[config.mk]
export PLATFORM = sky130hd
export DESIGN_NAME = mod_counter_ud
export DESIGN_NICKNAME = d
export VERILOG_FILES = /design/src/rtl/mod_counter_ud.sv
export SDC_FILE = /design/constraint.sdc
export NUM_CORES = 1
export LEC_CHECK = 0
export CORE_ASPECT_RATIO = 0.7
export CORE_MARGIN = 1.5
export CORE_UTILIZATION = 55
export CTS_CLUSTER_DIAMETER = 60
export DETAILED_ROUTE_END_ITERATION = 6
export PLACE_DENSITY_LB_ADDON = 0.3
export SLEW_MARGIN = 30
export SYNTH_ARGS = -nofsm -noshare
export SYNTH_HDL_FRONTEND = slang
export SYNTH_SLANG_ARGS = --single-unit
[constraint.sdc]
create_clock -name clk -period 7.7 [get_ports clk]
set_input_delay 1.155 -clock clk [delete_from_list [all_inputs] [get_ports clk]]
set_output_delay 1.155 -clock clk [all_outputs]
set_load 0.01 [all_outputs]
[src/rtl/mod_counter_ud.sv]
// ---------------------------------------------------------------------------
// mod_counter_ud
//   Runtime-programmable modulo-N up/down counter. It is intended for timebase,
//   divider and time-of-day chains. Count actions take effect in priority
//   order: clr, then load, then en. The modulus can be rewritten at run time
//   through mod_wr, and values outside the legal range are rejected.
//
// Ports
//   clk       in   clock, rising edge
//   rst_n     in   asynchronous active-low reset
//   clr       in   synchronous clear (cnt -> 0)
//   en        in   count enable
//   up_dn     in   direction, 1 = up, 0 = down
//   load      in   synchronous load of load_val (clamped to mod_cur-1)
//   load_val  in   [WIDTH-1:0] value for load
//   mod_wr    in   single-cycle strobe, write mod_val into mod_cur
//   mod_val   in   [WIDTH:0] new modulus, legal 2..2^WIDTH
//   cnt       out  [WIDTH-1:0] current count (registered)
//   mod_cur   out  [WIDTH:0] active modulus (registered)
//   tc        out  terminal count (combinational), used as next stage's en
//   wrap      out  one-cycle pulse after an edge on which cnt wrapped
//   err       out  one-cycle pulse after a clamped load or rejected mod_wr
//
// Interface timing: there is no handshake. Each strobe (clr, load, en,
// mod_wr) is sampled on every rising edge on which it is high. The block
// cannot stall, so it has no ready signal.
// ---------------------------------------------------------------------------
module mod_counter_ud #(
  parameter int WIDTH       = 6,
  parameter int MOD_DEFAULT = 60
) (
  input  logic             clk,
  input  logic             rst_n,
  input  logic             clr,
  input  logic             en,
  input  logic             up_dn,
  input  logic             load,
  input  logic [WIDTH-1:0] load_val,
  input  logic             mod_wr,
  input  logic [WIDTH:0]   mod_val,
  output logic [WIDTH-1:0] cnt,
  output logic [WIDTH:0]   mod_cur,
  output logic             tc,
  output logic             wrap,
  output logic             err
);

  // Reject illegal parameterisations at elaboration time.
  if (WIDTH < 1 || WIDTH > 16) begin : g_bad_width
    $error("mod_counter_ud: WIDTH must be 1..16");
  end
  if (MOD_DEFAULT < 2 || MOD_DEFAULT > (1 << WIDTH)) begin : g_bad_mod
    $error("mod_counter_ud: MOD_DEFAULT must be 2..2^WIDTH");
  end

  localparam logic [WIDTH:0]   ONE_X   = (WIDTH+1)'(1);
  localparam logic [WIDTH:0]   TWO_X   = (WIDTH+1)'(2);
  localparam logic [WIDTH:0]   MOD_MAX = ONE_X << WIDTH;
  localparam logic [WIDTH:0]   MOD_RST = (WIDTH+1)'(MOD_DEFAULT);
  localparam logic [WIDTH-1:0] ONE_W   = WIDTH'(1);

  // Compare in WIDTH+1 bits. With mod_cur = 2^WIDTH, last is all-ones and
  // does not truncate.
  logic [WIDTH:0]   cnt_x;
  logic [WIDTH:0]   last;
  logic [WIDTH-1:0] cnt_nxt;
  logic             wrap_nxt;
  logic             load_err;
  logic             mod_ok;
  logic             mod_err;

  assign cnt_x = {1'b0, cnt};
  assign last  = mod_cur - ONE_X;

  assign tc = en & (up_dn ? (cnt_x == last) : (cnt == '0));

  always_comb begin
    cnt_nxt  = cnt;
    wrap_nxt = 1'b0;
    load_err = 1'b0;
    mod_ok   = 1'b0;
    mod_err  = 1'b0;

    if (clr) begin
      cnt_nxt = '0;
    end else if (load) begin
      if ({1'b0, load_val} < mod_cur) begin
        cnt_nxt = load_val;
      end else begin
        cnt_nxt  = last[WIDTH-1:0];
        load_err = 1'b1;
      end
    end else if (en) begin
      if (up_dn) begin
        if (cnt_x == last) begin
          cnt_nxt  = '0;
          wrap_nxt = 1'b1;
        end else begin
          cnt_nxt = cnt + ONE_W;
        end
      end else begin
        if (cnt == '0) begin
          cnt_nxt  = last[WIDTH-1:0];
          wrap_nxt = 1'b1;
        end else begin
          cnt_nxt = cnt - ONE_W;
        end
      end
    end

    // Modulus write runs alongside the count chain. If the count that this
    // edge produces would fall outside the new range, force it to 0.
    mod_ok  = mod_wr && (mod_val >= TWO_X) && (mod_val <= MOD_MAX);
    mod_err = mod_wr && !mod_ok;
    if (mod_ok && ({1'b0, cnt_nxt} >= mod_val)) begin
      cnt_nxt = '0;
    end
  end

  always_ff @(posedge clk or negedge rst_n) begin
    if (!rst_n) begin
      cnt     <= '0;
      mod_cur <= MOD_RST;
      wrap    <= 1'b0;
      err     <= 1'b0;
    end else begin
      cnt  <= cnt_nxt;
      wrap <= wrap_nxt;
      err  <= load_err | mod_err;
      if (mod_ok) begin
        mod_cur <= mod_val;
      end
    end
  end

endmodule

# After elaboration in Yosys (flattened, before gate mapping)
# Cells that the tools add are included.
[classes]
addsub = 3
magnitude_cmp = 4
n_eq_ne = 1
mux = 18
bitwise_logic = 2
reduce_logical = 6
[ops]
columns = ["cell", "count"]
rows = [
  ["6-bit two-way mux", 8],
  ["1-bit two-way mux", 10],
  ["6-bit by 7-bit == test with 1-bit output", 1],
  ["6-bit by 7-bit greater-or-equal comparator with 1-bit output", 1],
  ["7-bit by 2-bit greater-or-equal comparator with 1-bit output, second input constant", 1],
  ["7-bit <= comparator, second input constant", 1],
  ["6-bit by 7-bit less-than comparator with 1-bit output", 1],
  ["7-bit by 1-bit subtractor with 7-bit output, second input constant", 1],
  ["6-bit by 1-bit adder with 6-bit output, second input constant", 1],
  ["6-bit zero test", 1],
  ["6-bit by 1-bit subtractor with 6-bit output, second input constant", 1],
  ["1-bit logical AND", 4],
  ["1-bit AND", 1],
  ["1-bit zero test", 1],
  ["1-bit OR", 1],
]
[word_totals]
register_bits = 15
inputBits = 20

# Longest topological paths before layout
[depth]
ltp_word = 10
mapped_depth = 16

# Worst setup path after synthesis
# Ideal clock, no wire load.
[synth_path]
path_type = "input-to-reg"
startpoint = "input port load_val[3]"
endpoint = "register cnt[3]"
setup_ns = 0.084
arrival_time_ns = 4.070
required_ns = 7.616
setup_slack_ns = 3.546
stages = 14
cell_sequence = "ha_1 -> o21a_1 -> nor2_1 -> o31ai_2 -> mux2_2 -> a22oi_1 -> o22a_1 -> ha_1 -> nand2b_1 -> a2111oi_0 -> o21ai_0 -> o2111ai_1 -> o2111ai_1 -> o22ai_1"
[synth_between]
elab_chain_len = 7
[synth_rtl]
columns = ["element", "line_no", "rtl"]
rows = [
  ["start: declaration", "38", "input logic [WIDTH-1:0] load_val,"],
  ["6-bit by 7-bit less-than comparator with 1-bit output", "87", "if ({1'b0, load_val} < mod_cur) begin"],
  ["6-bit two-way mux *", "87", ""],
  ["6-bit two-way mux *", "86", "end else if (load) begin"],
  ["6-bit two-way mux *", "84", "if (clr) begin"],
  ["6-bit by 7-bit greater-or-equal comparator with 1-bit output", "115", "if (mod_ok && ({1'b0, cnt_nxt} >= mod_val)) begin"],
  ["1-bit logical AND", "115", ""],
  ["6-bit two-way mux *", "115", ""],
  ["via cnt_nxt[3]", "66", "logic [WIDTH-1:0] cnt_nxt;"],
  ["end signal: assignment", "127", "cnt <= cnt_nxt;"],
  ["end: declaration", "41", "output logic [WIDTH-1:0] cnt,"],
]
# The timed path passes the listed nets; every way through them passes the cells marked *.
# A chain may end at the register's enable or synchronous reset.

# Worst setup path in the final report
[layout_path]
startpoint = "input port load_val[3]"
endpoint = "register cnt[2]"
# Same word-level chain as after synthesis.

==> out/qor.yml <==
r2r_cells: 15
timing.max_cap.violations: 0
fin_crit_sh_pct: 65.63
cp-start-kind: "primary input"
power_leakage_uw: 0.0008607
die_w_um: 68
clk_latency_ns: 0.24
clockRootBuffer: "clkbuf_8"
period_minus_slack_ns: 5.054
clkTransAtPathRegs_ns: 0.06
syn-num-nets: 236
chipHeight_um: 48.50
area_growth_pct: 24.77
wire_per_inst_um: 17.35
port_buffers: 35
synth_ff_type: "dfrtp_1"
slew_viol_final: 0
layout.nets: 266
critPathKind: "in2reg"
outcome: "finished clean"
post-synth-top-count-cell: "nand2_1"
cts_resized: 0
firstDrtPassIters: 6
end_kind: "flop"
r2r_slack_ns: 3.30
postCtsHoldBufs: 0
htreeDepth: 1
netlist_area_mm2: 0.001627
slowest_delay_ns: 0.66
synth.avg_cell_area_um2: 8.092
synthTopCellsByArea: "dfrtp_1 17%, ha_1 12%, dfstp_2 6.5%, nand2_1 4.8%, inv_1 4.4%"
postSynth.asyncResetShare_pct: 100.0
ant_nets: 0
slowest_stage: "o31ai_2"
crit_path_start: "load_val[3]"
finClkSkew_ns: 0.002488
hold_viol_final: 0
num_vias: 1701
clk_path_buf_depth: 2
grt_max_degree: 16
grt_pass1_vias: 1601
fillerInstances: 223
worst_slew_pin_slew_ns: 0.7516
hpwl_mm: 3.658
dpl_worst_slack_ns: 2.583
yosysTopAreaCell: "dfrtp_1"
final-setup-viol-count: 0
synth-seq-cells: 15
drt_wl_total_mm: 4.615
finalInstanceArea_mm2: 0.002029
required_ns: 7.85
drtIter0Drc: 279
worstHoldPathType: "reg2reg"
grt_pass1_wl_mm: 7.562
dieArea_mm2: 0.003298
fin_ws_ns: 2.646
vias_per_cell: 6.395
grt.overflow.total: 0
rsz0062_at_grt: "false"
final_util_pct: 72.41
drcViolationCount: 0
post_cts_buffers: 0
max_freq_ghz: 0.1979
worst-path-max-fanout: 7
cts_sinks: 15
netlist_instances: 201
cts_tree: "yes"
crit_chain: "clkdlybuf4s50_1, ha_1, o21a_1, nor2_1, o31ai_2, mux2_2, a22oi_1, o22a_1, ha_1, nand2b_1, a2111oi_0, o21ai_0, o2111ai_1, o2111ai_1, o22ai_1"
antenna_cells: 0
rows: 16
endpoint: "cnt[2]$_DFF_PN0_"
arrival_ns: 5.21
antenna_found_initial: 0
ys_seq_area_share_pct: 23.38
core_area_mm2: 0.002803
synth_top_area_share_pct: 16.92
r2r_start: "mod_cur[3]$_DFFE_PN1P_"
power_density_mw_per_mm2: 185.9
start_util_pct: 58.04
tns_ns: 0
boundaryPins: 36
ir_drop_uv: 163.7
drive_gt1_share_pct: 8.261
grt_usage_pct: 30.27
dpl-instance-area_mm2: 0.001984
gp_congestion: 1.026
synth_edf_count: 0
ys_warn_count: 0
cts_buffers: 3
maxSlewHeadroom_pct: 49.25
netlist_top_cells_count: "21 x nand2_1, 19 x inv_1, 15 x ha_1, 13 x o21ai_0, 11 x dfrtp_1"
synth_cell_types: 56
rr_endpoint: "cnt[2]$_DFF_PN0_"
==> registers in the layout, indices dropped and copies added, names as in the netlist <==
signal   count
wrap         1
mod_cur      7
cnt          6
err          1
==> how the worst min path moves through the flow <==
| stage | startpoint | to | depth (start not counted) |
|---|---|---|---|
| global route | mod_cur[2]$_DFFE_PN1P_ | mod_cur[2]$_DFFE_PN1P_ | 2 |
| detailed placement | mod_cur[2]$_DFFE_PN1P_ | mod_cur[2]$_DFFE_PN1P_ | 2 |
| finish | mod_cur[1]$_DFFE_PN0P_ | mod_cur[1]$_DFFE_PN0P_ | 2 |
| CTS | mod_cur[2]$_DFFE_PN1P_ | mod_cur[2]$_DFFE_PN1P_ | 2 |
| floorplan | mod_cur[2]$_DFFE_PN1P_ | mod_cur[2]$_DFFE_PN1P_ | 2 |
| global placement | mod_cur[1]$_DFFE_PN0P_ | mod_cur[1]$_DFFE_PN0P_ | 2 |
==> cells in the final DEF (no fill, tap or decap), types with 4 or more instances in the layout <==
cell type and count:
xor2_1 4, nor3_1 8, o22ai_1 7, o21ai_0 13
mux2i_1 4, a21oi_1 6, dfrtp_1 11, inv_1 19
dfstp_2 4, xnor2_1 6, ha_1 15, clkdlybuf4s50_1 35
nor2_1 9, nand2_1 21
==> cell families (layout without fill, tap and decap cells) <==
kind of cell / count (synthesis) / in the layout / share of synthesized area [%]
xor gates and xnor gates: 11 / 11 / 6.769
buffers and inverters: 29 / 58 / 6.693
and+or+nand+nor: 66 / 66 / 21.62
AOI/OAI and AO/OA: 58 / 58 / 25.46
muxes: 7 / 7 / 4.538
DFF: 15 / 15 / 23.38
adders and majority gates: 15 / 15 / 11.54
==> per-stage QoR <==
stage / hold slack (ns) / std cells / total power, µW
floorplan: 0.5145 / 201 / 240.6
global placement: 0.5190 / 262 / 302.1
detailed placement: 0.5273 / 262 / 311.3
CTS: 0.5355 / 266 / 374.5
global route: 0.5577 / 266 / 405.7
finish: 0.5329 / 266 / 377.2
==> cell type report <==
cell class / count / area (µm²) / area share (%)
multi-input cells: 157 / 1137 / 56.04
flip-flops and latches: 15 / 380.4 / 18.74
repair buffers: 35 / 350.3 / 17.26
inverters: 19 / 71.32 / 3.514
clock buffers: 4 / 45.04 / 2.219
well taps: 36 / 45.04 / 2.219
==> critical path: cells and delay by family <==
kind	cells	cell delay, ns
mux	1	0.41
simple gates	2	0.23
compound gates	9	2.44
fa+ha+maj	2	0.54
buf+inv	1	0.45
==> where the power goes <==
group          switching [µW]  internal, µW  total, µW
clock                    25.3          36.6       61.9
sequential               27.1          92.0        119
combinational            99.9          96.3        196
==> metal layers <==
layer	wire length (µm)	GRT usage, %	vias to the layer above
li1	-	-	799
met1	1940	42.28	782
met2	2071	45.47	105
met3	500	7.209	15
met4	102	10.67	0
met5	0	0	-
(Power assumes the default switching activity.)
